`config.mk`:
```
export PLATFORM = sky130hd
export DESIGN_NAME = univ_shift_register
export DESIGN_NICKNAME = d
export VERILOG_FILES = /design/src/rtl/univ_shift_register_pkg.sv /design/src/rtl/univ_shift_register_shift_step.sv /design/src/rtl/univ_shift_register.sv
export SDC_FILE = /design/constraint.sdc
export NUM_CORES = 1
export LEC_CHECK = 0
export BUFFER_PORTS_ARGS = -buffer_cell sky130_fd_sc_hd__buf_4
export CAP_MARGIN = 10
export CORE_MARGIN = 1.5
export CORE_UTILIZATION = 45
export DETAILED_ROUTE_END_ITERATION = 16
export GPL_TIMING_DRIVEN = 0
export HOLD_SLACK_MARGIN = 0.02
export PLACE_DENSITY = 0.71
export SETUP_SLACK_MARGIN = 0.1
export SYNTH_ARGS = -nofsm -noshare
export SYNTH_HDL_FRONTEND = slang
export SYNTH_SLANG_ARGS = --single-unit
```
`constraint.sdc`:
```
create_clock -name clk -period 1.85 [get_ports clk]
set_input_delay 0.185 -clock clk [delete_from_list [all_inputs] [get_ports clk]]
set_output_delay 0.185 -clock clk [all_outputs]
set_load 0.1 [all_outputs]
```
`src/rtl/univ_shift_register_pkg.sv`:
```
// Shared encodings for the universal shift register: command opcodes and FSM states.
// Both the top level and the single-step datapath import this package.
package univ_shift_pkg;

    typedef enum logic [2:0] {
        OP_HOLD = 3'b000,
        OP_LOAD = 3'b001,
        OP_SHL  = 3'b010,
        OP_SHR  = 3'b011,
        OP_ROTL = 3'b100,
        OP_ROTR = 3'b101,
        OP_ASHR = 3'b110,
        OP_RSVD = 3'b111
    } op_t;

    typedef enum logic {
        ST_IDLE = 1'b0,
        ST_RUN  = 1'b1
    } state_t;

    // True for the opcodes that run as a multi-cycle bit-stepping command.
    function automatic logic is_shift_op(input op_t op);
        return (op == OP_SHL) || (op == OP_SHR) || (op == OP_ROTL) ||
               (op == OP_ROTR) || (op == OP_ASHR);
    endfunction

endpackage

```
`src/rtl/univ_shift_register_shift_step.sv`:
```
// Combinational next register value for a single bit-step of a shift/rotate op.
// Non-shift opcodes pass the register through unchanged.
module shift_step
    import univ_shift_pkg::*;
#(
    parameter int N = 8
) (
    input  logic [N-1:0] q,
    input  op_t          op,
    input  logic         sin_l,
    input  logic         sin_r,
    output logic [N-1:0] q_next
);

    always_comb begin
        q_next = q;
        case (op)
            OP_SHL:  q_next = {q[N-2:0], sin_l};
            OP_SHR:  q_next = {sin_r, q[N-1:1]};
            OP_ROTL: q_next = {q[N-2:0], q[N-1]};
            OP_ROTR: q_next = {q[0], q[N-1:1]};
            OP_ASHR: q_next = {q[N-1], q[N-1:1]};
            default: q_next = q;
        endcase
    end

endmodule

```
`src/rtl/univ_shift_register.sv`:
```
// N-bit register executing one command at a time: load, hold, or a stepped
// shift/rotate of a programmable bit count, finishing with a one-cycle done pulse.
module univ_shift_register
    import univ_shift_pkg::*;
#(
    parameter int N  = 8,
    parameter int AW = $clog2(N + 1)
) (
    input  logic          clk,
    input  logic          rst,
    input  logic          start,
    input  logic [2:0]    op,
    input  logic [AW-1:0] amount,
    input  logic [N-1:0]  I,
    input  logic          sin_l,
    input  logic          sin_r,
    input  logic          en,
    output logic [N-1:0]  Q,
    output logic          sout_l,
    output logic          sout_r,
    output logic          busy,
    output logic          done
);

    state_t        state_reg, state_next;
    op_t           op_reg, op_next;
    logic [AW-1:0] remaining_reg, remaining_next;
    logic [N-1:0]  q_reg, q_next;
    logic          done_reg, done_next;
    logic [N-1:0]  step_q;
    op_t           cmd_op;

    assign cmd_op = op_t'(op);

    shift_step #(.N(N)) u_shift_step (
        .q      (q_reg),
        .op     (op_reg),
        .sin_l  (sin_l),
        .sin_r  (sin_r),
        .q_next (step_q)
    );

    always_ff @(posedge clk or posedge rst) begin
        if (rst) begin
            state_reg     <= ST_IDLE;
            op_reg        <= OP_HOLD;
            remaining_reg <= '0;
            q_reg         <= '0;
            done_reg      <= 1'b0;
        end else begin
            state_reg     <= state_next;
            op_reg        <= op_next;
            remaining_reg <= remaining_next;
            q_reg         <= q_next;
            done_reg      <= done_next;
        end
    end

    always_comb begin
        state_next     = state_reg;
        op_next        = op_reg;
        remaining_next = remaining_reg;
        q_next         = q_reg;
        done_next      = 1'b0;
        case (state_reg)
            ST_IDLE: begin
                if (start) begin
                    if (cmd_op == OP_LOAD) begin
                        q_next    = I;
                        done_next = 1'b1;
                    end else if (is_shift_op(cmd_op) && (amount != '0)) begin
                        // The accept edge only latches the command; stepping starts next edge.
                        op_next        = cmd_op;
                        remaining_next = amount;
                        state_next     = ST_RUN;
                    end else begin
                        done_next = 1'b1;
                    end
                end
            end
            ST_RUN: begin
                if (en) begin
                    q_next         = step_q;
                    remaining_next = remaining_reg - AW'(1);
                    if (remaining_reg == AW'(1)) begin
                        state_next = ST_IDLE;
                        done_next  = 1'b1;
                    end
                end
            end
            default: state_next = ST_IDLE;
        endcase
    end

    assign Q      = q_reg;
    assign sout_l = q_reg[N-1];
    assign sout_r = q_reg[0];
    assign busy   = (state_reg == ST_RUN);
    assign done   = done_reg;

endmodule

```
==> flow_metrics.py, run 1 <==
metrics = {
    "place": {
        "port-buffer-count": 32,
        "dp.cells": 206,
        "hpwl_um": 2472,
        "gp_congestion": 0.8624,
    },
    "yosys": {
        "ys_types": 41,
        "async_flop_share_pct": 100.0,
        "yosys_warnings": 0,
        "synthFlopType": "dfrtp_1",
        "synth_seq_area_share_pct": 32.44,
        "syn-num-nets": 166,
        "synth-edff-count": 0,
        "syn_area_mm2": 0.001311,
        "syn_inst": 143,
        "syn_avg_cell_area_um2": 9.170,
        "ys_seq_elements": 17,
    },
    "final_layout": {
        "final_cell_mix": "35 x buf_4, 12 x dfrtp_1, 11 x mux2i_1",
        "syn_to_final_growth_pct": 26.53,
        "drive_above_1_share_pct": 34.44,
        "final_common_cell": "buf_4",
        "fill_cells": 255,
        "diodes": 0,
        "fin_nets": 204,
        "final_cells": 211,
        "largest_reg_flops": 8,
    },
    "global_route": {
        "grt_pass1_wl_um": 5844,
        "grt_pass1_vias": 1253,
        "grt_max_degree": 18,
        "antenna_found_initial": 0,
        "gr-total-overflow": 0,
        "grt_usage_pct": 22.76,
    },
    "sta": {
        "fin_crit_sh_pct": 88.34,
        "slew_headroom_pct": 55.15,
        "hold_viol": 0,
        "setup_viol": 0,
        "slew_violations": 0,
        "rsz0062_at_grt": "yes",
        "worstMarginPinSlew_ns": 0.6720,
        "fmax_mhz": 611.9,
        "clock_skew_ns": 0.005979,
        "fin_crit_ns": 1.634,
    },
    "drt": {
        "wl_met2_um": 1622,
        "wl_met3_um": 87,
        "drt_iter0_markers": 63,
        "wl_per_cell_um": 15.45,
        "top_layer_used": "met4",
        "vias": 1282,
        "wl_um": 3259,
        "wl_met1_um": 1508,
        "drt_pass1_iterations": 4,
        "viasPerCell": 6.076,
        "ant_nets": 0,
        "drcViolationCount": 0,
    },
    "clocking": {
        "cts_tree": "done",
        "clkTransAtPathRegs_ns": 0.11,
        "clock_latency_ns": 0.30,
        "cts_root_buffer": "clkbuf_4",
        "cts_sinks": 17,
        "cts_inserted_buffers": 3,
        "cts.path.max_buffers": 2,
        "cts-htree-levels": 1,
    },
    "floorplanning": {
        "fp.dieW_um": 56.98,
        "row_count": 19,
        "fp.dieH_um": 56.98,
        "ios": 33,
        "start_util_pct": 47.55,
        "dieArea_mm2": 0.003247,
        "core_region_area_mm2": 0.002758,
    },
    "critical_path": {
        "worstPathRequired_ns": 2.04,
        "cp_max_fo": 10,
        "cp.arrival_ns": 1.82,
        "crit_path_start_kind": "flip-flop",
        "r2r_setup_slack_ns": 0.22,
        "end_kind": "flip-flop",
        "worstSetupPathType": "reg2reg",
    },
    "outcome": {
        "status": "finished, final reports clean",
    },
    "job": {
        "max_cap_viol_count": 0,
    },
    "worst_hold_path": {
        "hp-class": "in2reg",
    },
}
-- through the flow --
stage / area [um2] / util (%) / hold slack (ns) / setup slack, ns / TNS [ns]
final: 1659 / 60.16 / 0.1596 / 0.2158 / 0
after CTS: 1643 / 59.57 / 0.1407 / 0.09443 / 0
after floorplan: 1320 / - / 0.1108 / -0.05628 / -0.05628
after global placement: 1599 / 57.99 / 0.3154 / 0.08978 / 0
after detailed placement: 1599 / 57.99 / 0.3256 / 0.06951 / 0
after global routing: 1659 / 60.16 / 0.1461 / 0.08939 / 0
-- final timing paths --
kind,from,end,cells past startpoint
setup / recovery,busy,Q[0],5
hold / removal,op[0],op_reg[0],2
setup reg to reg,busy,Q[0],5
hold reg to reg,Q[5],Q[5],1
max in group asynchronous,rst,busy,3
min in group asynchronous,rst,remaining_reg[2],3
-- worst max-delay path, cell delays in order (launching register included) --
cell	delay, ns
dfrtp_4	0.53
clkbuf_2	0.21
inv_1	0.25
a211oi_1	0.07
a22o_1	0.20
mux2_2	0.25
-- cells by family (layout without fill, tap and decap cells) --
group / Yosys count / after routing / share of synthesized area (%)
buffers and inverters: 20 / 57 / 7.538
adder cells (fa/ha/maj): 3 / 3 / 2.671
AND/OR/NAND/NOR: 39 / 39 / 16.41
XOR/XNOR: 1 / 1 / 0.6681
AO/OA/AOI/OAI: 47 / 47 / 27.58
multiplexers: 16 / 16 / 12.69
flip-flops: 17 / 17 / 32.44
-- layer usage --
layer,track usage (%),vias up
met2,37.44,24
met3,2.268,4
met5,0,-
met1,30.68,635
li1,-,619
met4,9.635,0
-- final cells by class --
cell class | instances | area, um2 | area share, %
Inverter | 9 | 33.78 | 2.036
Multi-Input combinational cell | 106 | 808.3 | 48.72
Tap cell | 31 | 38.79 | 2.338
Sequential cell | 17 | 434.2 | 26.17
Clock inverter | 1 | 5.005 | 0.3017
Clock buffer | 3 | 22.52 | 1.357
Buffer | 11 | 66.31 | 3.997
Timing Repair Buffer | 33 | 250.2 | 15.08
-- cell usage after synthesis, drive strengths merged (2+ instances only) --
master | count | area share (%)
o221a | 2 | 1.7
buf | 8 | 4.1
o22a | 5 | 3.3
nor3b | 3 | 1.7
a21o | 3 | 1.7
nor2b | 6 | 2.9
o21ai | 9 | 3.4
nand3 | 6 | 2.3
inv | 9 | 2.6
o2bb2ai | 5 | 3.3
o2111ai | 3 | 2.5
nor2 | 7 | 2.0
clkbuf | 3 | 0.86
o211ai | 2 | 1.1
a31oi | 3 | 1.4
and3b | 2 | 1.3
a21oi | 3 | 1.1
a2111oi | 2 | 1.8
ha | 2 | 1.9
nand2 | 9 | 2.6
dfrtp | 17 | 32
a211oi | 5 | 2.9
mux2 | 5 | 4.3
mux2i | 11 | 8.4
-- repair_timing --
action | CTS | global route
setup buffers | 0 | 0
resized for setup | 1 | 4
gates cloned | 0 | 0
pin swaps | 0 | 0
endpoints found under the hold margin | 17 | 0
endpoints found under the setup margin | 3 | 8
hold buffers | 1 | 0
Power of run 1 is left out: the tool's default activity adds up to more than one toggle a clock period on the data nets, which glitch-free logic cannot reach.
==> inputs of run 2 (changes only) <==
Settings changed: PLACE_DENSITY 0.71 to 0.74.
Clock period 1.85 ns to 1.4 ns, I/O delays scaled along.
==> run 2 against run 1 <==
The run now ends with negative setup slack left. First-iteration DRC count decreased by 32%. Count of clock-buffer cells in the layout unchanged. Via count increased by 8.0%. Worst setup slack got worse by 0.36 ns. Die area unchanged. Register-to-register slack got worse by 0.36 ns. Routed wire length increased by 19%. Maximum frequency increased by 5.9%. Final cell count increased by 5.2%. Worst hold slack got worse by 0.061 ns. Core utilization increased by 12 points.
==> flow_metrics.py, run 2 (same netlist as run 1, synthesis figures left out) <==
metrics = {
    "final_layout": {
        "final_common_cell": "buf_4",
        "final_cell_mix": "41 x buf_4, 11 x mux2i_1, 9 x buf_6",
        "fill_cells": 199,
        "final_cells": 222,
        "drive_above_1_share_pct": 52.88,
        "diodes": 0,
        "largest_reg_flops": 8,
        "fin_nets": 215,
        "syn_to_final_growth_pct": 52.29,
    },
    "job": {
        "max_cap_viol_count": 0,
    },
    "sta": {
        "slew_headroom_pct": 53.05,
        "worstMarginPinSlew_ns": 0.7034,
        "fin_crit_ns": 1.543,
        "setup_viol": 14,
        "rsz0062_at_grt": "yes",
        "fmax_mhz": 648.1,
        "slew_violations": 0,
        "fin_ws_ns": -0.1429,
        "clock_skew_ns": 0.005896,
        "finalSetupTns_ns": -1.103,
        "hold_viol": 0,
        "fin_crit_sh_pct": 110.2,
    },
    "floorplanning": {
        "ios": 33,
        "dieArea_mm2": 0.003247,
        "fp.dieW_um": 56.98,
        "core_region_area_mm2": 0.002758,
        "fp.dieH_um": 56.98,
        "start_util_pct": 47.55,
        "row_count": 19,
    },
    "global_route": {
        "grt_pass1_vias": 1384,
        "grt_usage_pct": 24.81,
        "grt_max_degree": 18,
        "grt_pass1_wl_um": 6403,
        "antenna_found_initial": 0,
        "gr-total-overflow": 0,
    },
    "clocking": {
        "cts_sinks": 17,
        "cts.path.max_buffers": 2,
        "cts_inserted_buffers": 3,
        "cts_root_buffer": "clkbuf_4",
        "clock_latency_ns": 0.30,
        "cts-htree-levels": 1,
        "cts_tree": "done",
        "clkTransAtPathRegs_ns": 0.12,
    },
    "drt": {
        "drcViolationCount": 0,
        "ant_nets": 0,
        "drt_iter0_markers": 43,
        "viasPerCell": 6.234,
        "wl_per_cell_um": 17.45,
        "vias": 1384,
        "wl_um": 3874,
        "drt_pass1_iterations": 4,
    },
    "critical_path": {
        "worstPathRequired_ns": 1.65,
        "crit_path_start_kind": "flip-flop",
        "cp.arrival_ns": 1.79,
        "end_kind": "flip-flop",
        "reg2reg_depth": 5,
        "worstSetupPathType": "reg2reg",
        "cp_max_fo": 5,
    },
    "place": {
        "gp_congestion": 0.9312,
        "port-buffer-count": 32,
        "hpwl_um": 2518,
        "dp.cells": 206,
    },
    "worst_hold_path": {
        "hp-class": "in2reg",
        "min_path_cells": 3,
    },
    "outcome": {
        "violations": "negative setup slack",
        "status": "complete, but fails checks",
    },
}
-- run 2: path summary, 6_finish.rpt --
path                        end       from  slack, ns
setup reg to reg           Q[2]  op_reg[1]      -0.14
max in group asynchronous  Q[0]        rst       0.38
setup / recovery           Q[2]  op_reg[1]      -0.14
hold / removal             Q[4]       I[4]        0.1
min in group asynchronous  Q[3]        rst       0.49
hold reg to reg            Q[5]       Q[5]       0.60
-- run 2: cell type report --
class                      instances  area (um2)  area share [%]
clock inverter                     1       7.507          0.3759
timing repair buffer              44       365.4           18.30
buffer                            11       91.34           4.574
tap                               31       38.79           1.942
multi-input combinational        106       982.2           49.19
sequential                        17       450.4           22.56
inverter                           9       38.79           1.942
clock buffer                       3       22.52           1.128
-- run 2: through the flow --
step	cell area (um2)	setup WS (ns)	hold WS (ns)	util, %
after CTS	1871	-0.1036	0.09761	67.83
final	1997	-0.1429	0.09867	72.41
after floorplan	1365	-0.1779	0.06590	-
after global routing	1997	-0.1985	0.09899	72.41
after global placement	1644	-0.1819	0.2890	59.62
after detailed placement	1644	-0.2255	0.2926	59.62
-- run 2: layer usage --
layer / share of wire, % / vias up / GRT usage [%]
met1: 43 / 672 / 31.70
met2: 49 / 55 / 41.22
met5: 0 / - / 0
met4: 3.0 / 0 / 12.96
li1: - / 639 / -
met3: 4.6 / 18 / 2.948
-- run 2: critical path, cell delays in order, from the launching register on --
cell	delay, ns
dfrtp_2	0.49
buf_6	0.15
nor3b_1	0.13
a21o_1	0.18
a2111oi_4	0.34
o22a_1	0.19
-- run 2: repair_timing --
action	in CTS	in global routing
gates cloned	1	1
hold buffers	1	0
hold endpoints to repair	17	0
setup buffers	8	1
pin swaps	8	11
setup endpoints to repair	16	19
resized for setup	32	27
Power of run 2 is left out for the same reason.
